--- config.mk ---
export PLATFORM = sky130hd
export DESIGN_NAME = booth_seq_mult
export DESIGN_NICKNAME = d
export VERILOG_FILES = /design/src/rtl/booth_pkg.sv /design/src/rtl/booth_step.sv /design/src/rtl/booth_seq_mult.sv
export SDC_FILE = /design/constraint.sdc
export NUM_CORES = 1
export LEC_CHECK = 0
export BUFFER_PORTS_ARGS = -buffer_cell sky130_fd_sc_hd__buf_2
export CAP_MARGIN = 10
export CORE_MARGIN = 5
export CORE_UTILIZATION = 50
export CTS_BUF_LIST = sky130_fd_sc_hd__clkbuf_16
export DETAILED_ROUTE_END_ITERATION = 7
export GPL_ROUTABILITY_DRIVEN = 0
export PLACE_DENSITY = 0.66
export SLEW_MARGIN = 20
export SYNTH_ARGS = -nofsm -noshare
export SYNTH_HDL_FRONTEND = slang
export SYNTH_SLANG_ARGS = --single-unit
--- constraint.sdc ---
create_clock -name clk -period 2.7 [get_ports clk]
set_input_delay 0.135 -clock clk [delete_from_list [all_inputs] [get_ports clk]]
set_output_delay 0.135 -clock clk [all_outputs]
set_load 0.05 [all_outputs]
--- src/rtl/booth_pkg.sv ---
// booth_pkg: shared types and constants for the sequential Booth multiplier
package booth_pkg;

    typedef enum logic [1:0] {IDLE, LOAD_Q, CALC, DONE} state_t;

    localparam int DEFAULT_WIDTH = 16;

    localparam logic [1:0] SEL_NOP = 2'b00;
    localparam logic [1:0] SEL_ADD = 2'b01;
    localparam logic [1:0] SEL_SUB = 2'b10;

    // Radix-2 recoding of the {Q[0], q_1} pair.
    function automatic logic [1:0] booth_sel(input logic q0, input logic q1);
        return ({q0, q1} == 2'b01) ? SEL_ADD : ({q0, q1} == 2'b10) ? SEL_SUB : SEL_NOP;
    endfunction

endpackage

--- src/rtl/booth_step.sv ---
// booth_step: one Booth add/sub/nop followed by an arithmetic right shift of {A,Q,q_1}
module booth_step
    import booth_pkg::*;
#(
    parameter int WIDTH = DEFAULT_WIDTH
) (
    input  logic [WIDTH:0]   a_i,
    input  logic [WIDTH:0]   m_i,
    input  logic [WIDTH-1:0] q_i,
    input  logic             q1_i,
    output logic [WIDTH:0]   a_o,
    output logic [WIDTH-1:0] q_o,
    output logic             q1_o
);

    logic [1:0]     sel;
    logic [WIDTH:0] sum;

    always_comb begin
        sel = booth_sel(q_i[0], q1_i);
        sum = (sel == SEL_ADD) ? a_i + m_i : (sel == SEL_SUB) ? a_i - m_i : a_i;
        {a_o, q_o, q1_o} = {sum[WIDTH], sum, q_i};
    end

endmodule

--- src/rtl/booth_seq_mult.sv ---
// booth_seq_mult: sequential radix-2 Booth multiplier, one add/sub-and-shift step per clock
module booth_seq_mult
    import booth_pkg::*;
#(
    parameter int WIDTH = DEFAULT_WIDTH
) (
    input  logic                 clk,
    input  logic                 rst,
    input  logic                 start,
    input  logic [WIDTH-1:0]     din,
    output logic                 busy,
    output logic                 done,
    output logic [2*WIDTH-1:0]   product
);

    localparam int CW = $clog2(WIDTH + 1);

    state_t             state_q, state_d;
    logic [WIDTH:0]     m_q, m_d, a_q, a_d, a_s;
    logic [WIDTH-1:0]   q_q, q_d, q_s;
    logic               q1_q, q1_d, q1_s;
    logic [CW-1:0]      cnt_q, cnt_d;
    logic               busy_q, busy_d, done_q, done_d;
    logic [2*WIDTH-1:0] prod_q, prod_d;

    booth_step #(.WIDTH(WIDTH)) u_step (
        .a_i  (a_q),
        .m_i  (m_q),
        .q_i  (q_q),
        .q1_i (q1_q),
        .a_o  (a_s),
        .q_o  (q_s),
        .q1_o (q1_s)
    );

    always_comb begin
        state_d = state_q;
        m_d     = m_q;
        a_d     = a_q;
        q_d     = q_q;
        q1_d    = q1_q;
        cnt_d   = cnt_q;
        prod_d  = prod_q;
        case (state_q)
            IDLE: if (start) begin
                m_d     = {din[WIDTH-1], din};
                state_d = LOAD_Q;
            end
            LOAD_Q: begin
                q_d     = din;
                a_d     = '0;
                q1_d    = 1'b0;
                cnt_d   = CW'(WIDTH);
                state_d = CALC;
            end
            CALC: begin
                a_d   = a_s;
                q_d   = q_s;
                q1_d  = q1_s;
                cnt_d = cnt_q - CW'(1);
                if (cnt_q == CW'(1)) begin
                    state_d = DONE;
                    prod_d  = {a_s[WIDTH-1:0], q_s};
                end
            end
            default: state_d = IDLE;
        endcase
        // Status flags are decoded from the next state so they register alongside it.
        busy_d = state_d != IDLE;
        done_d = state_d == DONE;
    end

    always_ff @(posedge clk or posedge rst) begin
        if (rst) begin
            state_q <= IDLE;
            m_q     <= '0;
            a_q     <= '0;
            q_q     <= '0;
            q1_q    <= 1'b0;
            cnt_q   <= '0;
            prod_q  <= '0;
            busy_q  <= 1'b0;
            done_q  <= 1'b0;
        end else begin
            state_q <= state_d;
            m_q     <= m_d;
            a_q     <= a_d;
            q_q     <= q_d;
            q1_q    <= q1_d;
            cnt_q   <= cnt_d;
            prod_q  <= prod_d;
            busy_q  <= busy_d;
            done_q  <= done_d;
        end
    end

    assign busy    = busy_q;
    assign done    = done_q;
    assign product = prod_q;

endmodule

==> qor.csv, run 1 <==
stage;metric;value;unit
critical_path;cpPeakStageDelay;460;ps
timing;finalSetupTns;0;ps
timing;fin_worst_skew;7.602;ps
critical_path;crit_buf_inv;2;
routing;via_per_inst;5.850;
critical_path;crit_slowest_cell;ha_1;
timing;max_slew_margin;0.5536;
cells_and_area;num_antenna_cells;0;
min_path;min_from;din[13];
cells_and_area;multi_input_area;3194;um^2
cts;clock-sinks;90;
logic_synthesis;synth_nets;691;
routing;vias;4861;
logic_synthesis;synth-edff-count;0;
timing;slew_viol_final;0;
cells_and_area;fill_cells;995;
critical_path;crit_family;compound AO/OA/AOI/OAI gates;
critical_path;crit_chain;inv_1 > ha_1 > a21oi_1 > buf_4 > o21a_1 > o21ai_0 > a31oi_1 > mux2i_1 > a211oi_1 > o2bb2ai_1;
global_routing;grt_pass1_vias;4957;
timing;rsz0062_at_grt;false;
logic_synthesis;syn-mean-instance-area;9.140;um^2
floorplan;row_count;39;
global_routing;grt_pass1_wl;24860;um
floorplan;die_height;117.5;um
routing;ant_nets;0;
routing;wl_per_cell;17.64;um
logic_synthesis;ys_seq_elements;90;
logic_synthesis;synthCells;632;
placed_design;dp.final_hpwl;10950;um
cells_and_area;layout.cells.non_filler;831;
logic_synthesis;yosysWarnings;0;
routing;firstDrtPassIters;5;
timing;finalHoldViolCount;0;
cells_and_area;final_layout_size_suffix_gt1_frac;0.2093;
critical_path;reg2reg_depth;10;
placed_design;port_buffers;52;
min_path;hold-path-cell-count;2;
cts;cts_buffers;9;
critical_path;endpoint_kind;flip-flop;
timing;fmax;385.6;MHz
cells_and_area;stdcell_area;6580;um^2
routing;wirelength;14660;um
run;cap_violations;0;
critical_path;critPathKind;flip-flop to flip-flop;
outcome;outcome;completed;
cts;path_clk_slew;70;ps
timing;fin_crit_sh;0.9604;
floorplan;die_w;117.5;um
routing;drc;0;
timing;min_period;2593;ps
critical_path;path_max_fanout;11;
routing;drt_iter0_markers;273;
logic_synthesis;syn_area;5777;um^2
cts;cts-root-buf;clkbuf_16;
floorplan;initial_core_util;0.5081;
floorplan;num_io_pins;53;
timing;tightest_slew;668.0;ps
logic_synthesis;yosysSeqAreaShare;0.3899;
placed_design;placed_area;6173;um^2
floorplan;core;11370;um^2
cells_and_area;final-seq-area;2252;um^2
logic_synthesis;synth_flop_cell;dfrtp_1;
logic_synthesis;async_flop_share;1.000;
floorplan;die-area;13800;um^2
cts;htree_levels;3;
cells_and_area;areaGrowthSynthToFinish;13.91;%
min_path;hp-class;primary input to flip-flop;
timing;setup_viol;0;
logic_synthesis;ys_types;78;
global_routing;track_usage;0.2152;
cts;insertion_delay;340;ps
global_routing;grt_max_degree;70;
global_routing;antenna_found_initial;0;
critical_path;worstPathRequired;2900;ps
cts;clock_path_buffers;2;
cells_and_area;finalNetCount;742;
global_routing;grt-ovfl-total;0;
placed_design;dpl.cell_count;814;
cts;cts_tree;built;
critical_path;start_kind;flip-flop;
min_path;min_to;m_q[13];
critical_path;r2r_slack;110;ps
critical_path;worstPathArrival;2800;ps
critical_path;r2r_end;a_q[14];
critical_path;crit-reg2reg-launch;m_q[6];
## state kept, by name, indices dropped and copies added, names as in the netlist
signal and count:
product 32, state_q 2, q1_q 1, a_q 16, cnt_q 5, done 1
busy 1, q_q 16, m_q 16
## per-layer routing
| metal | vias up | global-route usage | routed length (um) |
|---|---|---|---|
| met5 | - | 0 | 0 |
| met4 | 0 | 0.07240 | 279 |
| met3 | 31 | 0.03220 | 949 |
| met2 | 177 | 0.3320 | 6695 |
| met1 | 2315 | 0.3104 | 6735 |
| li1 | 2338 | - | - |
## cell usage in the layout (no fill, tap or decap), types with 3 or more instances in the layout
| cell type | netlist | routed |
|---|---|---|
| o31ai_1 | 5 | 5 |
| and3_1 | 4 | 4 |
| nand2_1 | 93 | 93 |
| mux2i_1 | 20 | 20 |
| buf_4 | 2 | 23 |
| a21oi_2 | 2 | 3 |
| o22ai_1 | 7 | 7 |
| xnor2_1 | 6 | 6 |
| o21bai_1 | 5 | 5 |
| nor4_1 | 4 | 3 |
| mux2_2 | 19 | 19 |
| a221oi_1 | 6 | 5 |
| o21a_1 | 4 | 4 |
| nand2b_1 | 5 | 5 |
| o2bb2ai_1 | 10 | 10 |
| clkbuf_16 | 0 | 9 |
| o21ai_0 | 33 | 33 |
| inv_1 | 37 | 36 |
| a31oi_1 | 6 | 5 |
| o221a_2 | 4 | 4 |
| a21oi_1 | 44 | 43 |
| nor2b_1 | 10 | 9 |
| nand3_1 | 8 | 8 |
| or3_1 | 5 | 5 |
| nor2_1 | 57 | 57 |
| dfrtp_1 | 90 | 90 |
| nor3_1 | 5 | 4 |
| o21ai_1 | 6 | 6 |
| nand4_1 | 3 | 3 |
| ha_1 | 38 | 37 |
| bufinv_16 | 0 | 3 |
| buf_2 | 4 | 52 |
## worst max path at each step
stage	endpoint	cells after the start	startpoint
final	a_q[14]	10	m_q[6]
after global routing	a_q[11]	10	m_q[0]
after global placement	a_q[14]	8	a_q[4]
after detailed placement	product[27]	11	a_q[0]
after floorplan	a_q[0]	1	rst
after CTS	product[27]	11	a_q[0]
## kinds of logic after synthesis
group | synth area share
mux | 0.07169
fa+ha+maj | 0.08924
buf+inv | 0.06562
xor+xnor | 0.01061
flops | 0.3899
simple gates | 0.1655
compound gates | 0.2075
## Yosys cell counts, types with 3 or more instances
master     number  area (um^2)
nor4_1          4        25.02
dfrtp_1        90         2252
nand3_1         8        40.04
buf_6           6        67.56
mux2i_1        20        200.2
o221a_2         4        45.04
a21oi_1        44        220.2
buf_2           4        20.02
nand2_1        93        349.1
o21ai_1         6        30.03
nor2b_1        10        62.56
a31oi_1         6        37.54
o21a_1          4        30.03
o2bb2ai_1      10        87.58
o22ai_1         7        43.79
mux2_2         19        214.0
nand2b_1        5        31.28
o21bai_1        5        37.54
nor2_1         57        214.0
ha_1           38        475.5
nor3_1          5        25.02
clkbuf_1       21        78.83
clkbuf_8        4        55.05
a221oi_1        6        52.55
o31ai_1         5        37.54
nand4_1         3        18.77
xnor2_1         6        52.55
o21ai_0        33        165.2
or3_1           5        31.28
inv_1          37        138.9
and3_1          4        25.02
## timing repair
item | CTS | global route
hold endpoints to repair | 21 | 0
resized for setup | 0 | 10
endpoints found under the setup margin | 0 | 9
hold buffers | 1 | 0
setup buffers | 0 | 0
## layout make-up
| class | count | share of cell area |
|---|---|---|
| multi-input cells | 467 | 0.4855 |
| flip-flops and latches | 90 | 0.3423 |
| repair buffers | 77 | 0.07036 |
| clock buffers | 9 | 0.03423 |
| well taps | 143 | 0.02719 |
| inverters | 38 | 0.02187 |
| clock inverters | 7 | 0.01863 |
## through the flow
step / hold WS (ps) / utilization / worst slack [ps]
after CTS: 29.20 / 0.5744 / 89.50
after floorplan: 285.6 / - / 229.7
final: 43.35 / 0.5787 / 106.8
after global routing: 32.81 / 0.5787 / 0.06928
after detailed placement: 145.5 / 0.5430 / 103.7
after global placement: 139.3 / 0.5430 / 201.2
Power of run 1 is not shown: default switching activity piles up to over one toggle a cycle in this logic, so the estimate is an artifact.
==> run 2, diff against run 1 <==
--- a/config.mk
+++ b/config.mk
@@ -7,11 +7,13 @@
 export LEC_CHECK = 0
 export BUFFER_PORTS_ARGS = -buffer_cell sky130_fd_sc_hd__buf_2
 export CAP_MARGIN = 10
+export CORE_ASPECT_RATIO = 1.75
 export CORE_MARGIN = 5
 export CORE_UTILIZATION = 50
 export CTS_BUF_LIST = sky130_fd_sc_hd__clkbuf_16
 export DETAILED_ROUTE_END_ITERATION = 7
 export GPL_ROUTABILITY_DRIVEN = 0
+export GPL_TIMING_DRIVEN = 0
 export PLACE_DENSITY = 0.66
 export SLEW_MARGIN = 20
 export SYNTH_ARGS = -nofsm -noshare
==> qor.csv, run 2 (synthesis gave the netlist of run 1 again) <==
stage;metric;value;unit
placed_design;port_buffers;52;
floorplan;die-area;13890;um^2
global_routing;grt-ovfl-total;0;
global_routing;track_usage;0.2383;
timing;setup_viol;0;
min_path;min_to;m_q[4];
routing;wl_per_cell;19.60;um
cts;cts_buffers;9;
cells_and_area;num_antenna_cells;0;
routing;ant_nets;0;
timing;min_period;2604;ps
cts;cts-root-buf;clkbuf_16;
critical_path;r2r_end;a_q[14];
floorplan;die_height;152.2;um
critical_path;endpoint_kind;flip-flop;
cells_and_area;fill_cells;1003;
timing;slew_viol_final;0;
routing;drc;0;
cts;clock_path_buffers;2;
routing;wirelength;16440;um
global_routing;grt_pass1_vias;5325;
timing;fmax;384.0;MHz
timing;finalHoldViolCount;0;
outcome;outcome;completed;
global_routing;grt_max_degree;52;
cts;htree_levels;3;
cells_and_area;mostFrequentLayoutCell;nand2_1;
timing;max_slew_margin;0.4441;
cells_and_area;final_cell_mix;nand2_1 (93), dfrtp_1 (90), nor2_1 (57), buf_2 (56), a21oi_1 (39);
cells_and_area;final_util;0.5823;
timing;fin_worst_skew;8.559;ps
min_path;hp-class;primary input to flip-flop;
critical_path;worstPathArrival;2820;ps
routing;vias;5107;
min_path;min_from;din[4];
critical_path;critPathKind;flip-flop to flip-flop;
floorplan;die_w;91.25;um
critical_path;crit_slowest_cell;dfrtp_1;
timing;fin_crit_sh;0.9646;
global_routing;antenna_found_initial;0;
floorplan;core;11450;um^2
cells_and_area;finalNetCount;758;
cts;clock-sinks;90;
global_routing;grt_pass1_wl;26770;um
cts;path_clk_slew;70;ps
floorplan;row_count;52;
cells_and_area;largest_reg_flops;32;
critical_path;path_max_fanout;10;
floorplan;num_io_pins;53;
cells_and_area;final_layout_size_suffix_gt1_frac;0.2088;
cts;cts_tree;built;
critical_path;reg2reg_depth;10;
min_path;hold-path-cell-count;2;
timing;tightest_slew;833.8;ps
run;cap_violations;0;
critical_path;start_kind;flip-flop;
critical_path;crit_chain;inv_1 > ha_1 > buf_6 > nor2_1 > o311ai_4 > a211oi_4 > o32a_1 > xnor2_1 > a211oi_2 > o2bb2ai_1;
routing;firstDrtPassIters;5;
placed_design;dp.final_hpwl;12590;um
critical_path;worstPathRequired;2910;ps
floorplan;initial_core_util;0.5045;
routing;drt_iter0_markers;262;
cells_and_area;areaGrowthSynthToFinish;15.42;%
critical_path;r2r_slack;100;ps
cts;insertion_delay;340;ps
routing;via_per_inst;6.087;
critical_path;cpPeakStageDelay;390;ps
critical_path;crit-reg2reg-launch;m_q[4];
[run 2: cell count changes in the layout (fill, tap and decap cells not counted), sizes merged]
cell and change:
clkinv -1, clkinvlp +2, bufinv -3, clkbuf +25
buf -9, inv +2
[run 2: how the worst max path moves through the flow]
stage            start           to  slack [ps]  cells after the start
6_report        m_q[4]      a_q[14]         100                     10
5_1_grt        m_q[10]  product[28]        -0.8                      9
4_1_cts         m_q[1]  product[28]          10                      9
3_5_place_dp    a_q[0]  product[21]        -220                     10
3_3_place_gp       rst  product[22]        -860                      2
2_1_floorplan      rst       a_q[0]         230                      1
[run 2: through the flow]
step | cell area (um^2) | hold slack [ps] | std cells | worst slack [ps] | TNS, ps
after floorplan | 5777 | 285.6 | 632 | 229.7 | 0
final | 6668 | 46.44 | 839 | 95.51 | 0
after global routing | 6668 | 43.82 | 839 | -0.8282 | -0.8282
after global placement | 6206 | 388.9 | 819 | -855.6 | -76500
after CTS | 6540 | 37.69 | 837 | 12.40 | 0
after detailed placement | 6236 | 234.2 | 820 | -218.5 | -476.2
[run 2: layout make-up]
| class | count | area [um^2] | area share |
|---|---|---|---|
| Inverter | 38 | 145.1 | 0.02177 |
| Tap cell | 135 | 168.9 | 0.02533 |
| Buffer | 37 | 236.5 | 0.03547 |
| Timing Repair Buffer | 56 | 312.8 | 0.04691 |
| Multi-Input combinational cell | 467 | 3274 | 0.4911 |
| Sequential cell | 90 | 2252 | 0.3378 |
| Clock inverter | 7 | 52.55 | 0.007881 |
| Clock buffer | 9 | 225.2 | 0.03378 |
[run 2: timing repair]
action / CTS / global route
hold buffers: 1 / 0
pin swaps: 0 / 4
resized for setup: 3 / 21
buffers inserted: 0 / 2
hold endpoints to repair: 39 / 0
setup endpoints to repair: 6 / 20
[run 2: per-layer routing]
metal / routed length, um / global-route usage
met2: 8601 / 0.4257
met5: 0 / 0
met3: 705 / 0.03113
met1: 6171 / 0.2664
met4: 966 / 0.1350
[run 2: worst max-delay path, delay by kind of cell, from the launching register on]
kind                       cells  cell delay, ps
and+or+nand+nor                1             250
AOI/OAI and AO/OA              5            1240
DFF                            1             390
xor gates and xnor gates       1              90
buffers and inverters          2             210
adders and majority gates      1             310
Power of run 2 is left out for the same reason.
==> run 3, diff against run 2 <==
--- a/config.mk
+++ b/config.mk
@@ -9,12 +9,11 @@
 export CAP_MARGIN = 10
 export CORE_ASPECT_RATIO = 1.75
 export CORE_MARGIN = 5
-export CORE_UTILIZATION = 50
+export CORE_UTILIZATION = 40
 export CTS_BUF_LIST = sky130_fd_sc_hd__clkbuf_16
 export DETAILED_ROUTE_END_ITERATION = 7
 export GPL_ROUTABILITY_DRIVEN = 0
 export GPL_TIMING_DRIVEN = 0
-export PLACE_DENSITY = 0.66
 export SLEW_MARGIN = 20
 export SYNTH_ARGS = -nofsm -noshare
 export SYNTH_HDL_FRONTEND = slang
==> qor.csv, run 3 (synthesis gave the netlist of run 1 again) <==
stage;metric;value;unit
critical_path;worstPathRequired;2930;ps
cells_and_area;finalNetCount;758;
placed_design;dp.final_hpwl;12790;um
timing;finalHoldViolCount;0;
cts;insertion_delay;340;ps
placed_design;port_buffers;52;
critical_path;crit_chain;inv_1 > ha_1 > nor2b_1 > o311ai_4 > a21oi_1 > or2_1 > a221oi_2 > o221ai_1 > mux2_2;
critical_path;start_kind;flip-flop;
timing;slew_viol_final;0;
critical_path;endpoint_kind;flip-flop;
run;cap_violations;0;
timing;max_slew_margin;0.4625;
timing;min_period;2709;ps
cells_and_area;areaGrowthSynthToFinish;16.05;%
placed_design;placed_area;6292;um^2
cts;cts_tree;built;
floorplan;row_count;58;
timing;setup_viol;1;
floorplan;die_height;169.0;um
outcome;failed_checks;negative setup slack;
routing;via_per_inst;5.618;
routing;drt_iter0_markers;260;
outcome;outcome;complete, but fails checks;
cts;htree_levels;3;
global_routing;antenna_found_initial;0;
timing;fmax;369.1;MHz
timing;tightest_slew;806.2;ps
cells_and_area;final_cell_mix;nand2_1 (93), dfrtp_1 (90), nor2_1 (57), buf_2 (56), a21oi_1 (43);
critical_path;crit_slowest_cell;dfrtp_1;
global_routing;grt_pass1_wl;26630;um
cts;clock_path_buffers;2;
critical_path;cpPeakStageDelay;380;ps
routing;firstDrtPassIters;5;
floorplan;num_io_pins;53;
global_routing;grt_pass1_vias;5132;
cells_and_area;final_layout_size_suffix_gt1_frac;0.1989;
routing;ant_nets;0;
cells_and_area;largest_reg_flops;32;
timing;fin_worst_skew;8.222;ps
global_routing;grt-ovfl-total;0;
cts;cts_buffers;9;
floorplan;initial_core_util;0.4041;
critical_path;path_max_fanout;4;
min_path;hp-class;primary input to flip-flop;
routing;drc;0;
global_routing;grt_max_degree;48;
floorplan;die-area;17040;um^2
routing;wirelength;16580;um
cells_and_area;stdcell_area;6704;um^2
timing;fin_crit_sh;1.003;
timing;postLayoutSetupSlackWorst;-9.376;ps
cells_and_area;num_antenna_cells;0;
cts;clock-sinks;90;
global_routing;track_usage;0.1998;
critical_path;worstPathArrival;2940;ps
cells_and_area;final_util;0.4689;
timing;rsz0062_at_grt;true;
cts;cts-root-buf;clkbuf_16;
timing;finalSetupTns;-9.376;ps
floorplan;core;14300;um^2
routing;vias;4966;
floorplan;die_w;100.8;um
critical_path;critPathKind;flip-flop to flip-flop;
cts;path_clk_slew;70;ps
routing;wl_per_cell;18.75;um
cells_and_area;mostFrequentLayoutCell;nand2_1;
==> run 3: cell count changes in the layout (fill, tap and decap cells not counted), sizes merged <==
cell	before	now
bufinv	0	1
clkinvlp	3	2
==> run 3: critical path: cells and delay by family (launching register included) <==
family          cells  cell delay (ps)
simple gates        2              400
flops               1              380
mux                 1              340
compound gates      4             1040
buf+inv             1              120
fa+ha+maj           1              310
==> run 3: worst paths after layout <==
kind	end	depth (start not counted)	slack, ps	start
setup / recovery	product[28]	9	-9	m_q[1]
hold / removal	m_q[10]	2	50	din[10]
setup reg to reg	product[28]	9	-9	m_q[1]
hold reg to reg	product[5]	2	470	product[5]
max in group asynchronous	product[17]	4	1660	rst
min in group asynchronous	done	3	400	rst
==> run 3: what timing repair did <==
action	4_1_cts	5_1_grt
hold endpoints to repair	43	0
gates resized for setup	6	8
pin swaps	0	5
endpoints found under the setup margin	8	18
cloned	0	0
hold buffers	1	0
buffers inserted	0	2
==> run 3: cell type report <==
class	instances	area, um^2
Timing Repair Buffer	56	312.8
Sequential cell	90	2252
Clock buffer	9	225.2
Fill cell	1332	7592
Inverter	38	145.1
Clock inverter	7	77.57
Tap cell	180	225.2
Buffer	37	236.5
Multi-Input combinational cell	467	3229
==> run 3: layer usage <==
layer | vias to the layer above | share of wire | wire length, um | track usage
li1 | 2362 | - | - | -
met1 | 2429 | 0.39 | 6531 | 0.2273
met2 | 128 | 0.52 | 8690 | 0.3527
met3 | 47 | 0.027 | 454 | 0.02309
met4 | 0 | 0.054 | 901 | 0.1155
met5 | - | 0 | 0 | 0
==> run 3: metrics by stage <==
| step | worst slack (ps) | std cells | hold slack, ps |
|---|---|---|---|
| CTS | 0.9639 | 882 | 38.25 |
| global placement | -865.6 | 864 | 390.8 |
| global route | -145.9 | 884 | 41.49 |
| detailed placement | -265.1 | 865 | 245.0 |
| floorplan | 229.7 | 632 | 285.6 |
| finish | -9.376 | 884 | 50.59 |
Power of run 3 is left out for the same reason.
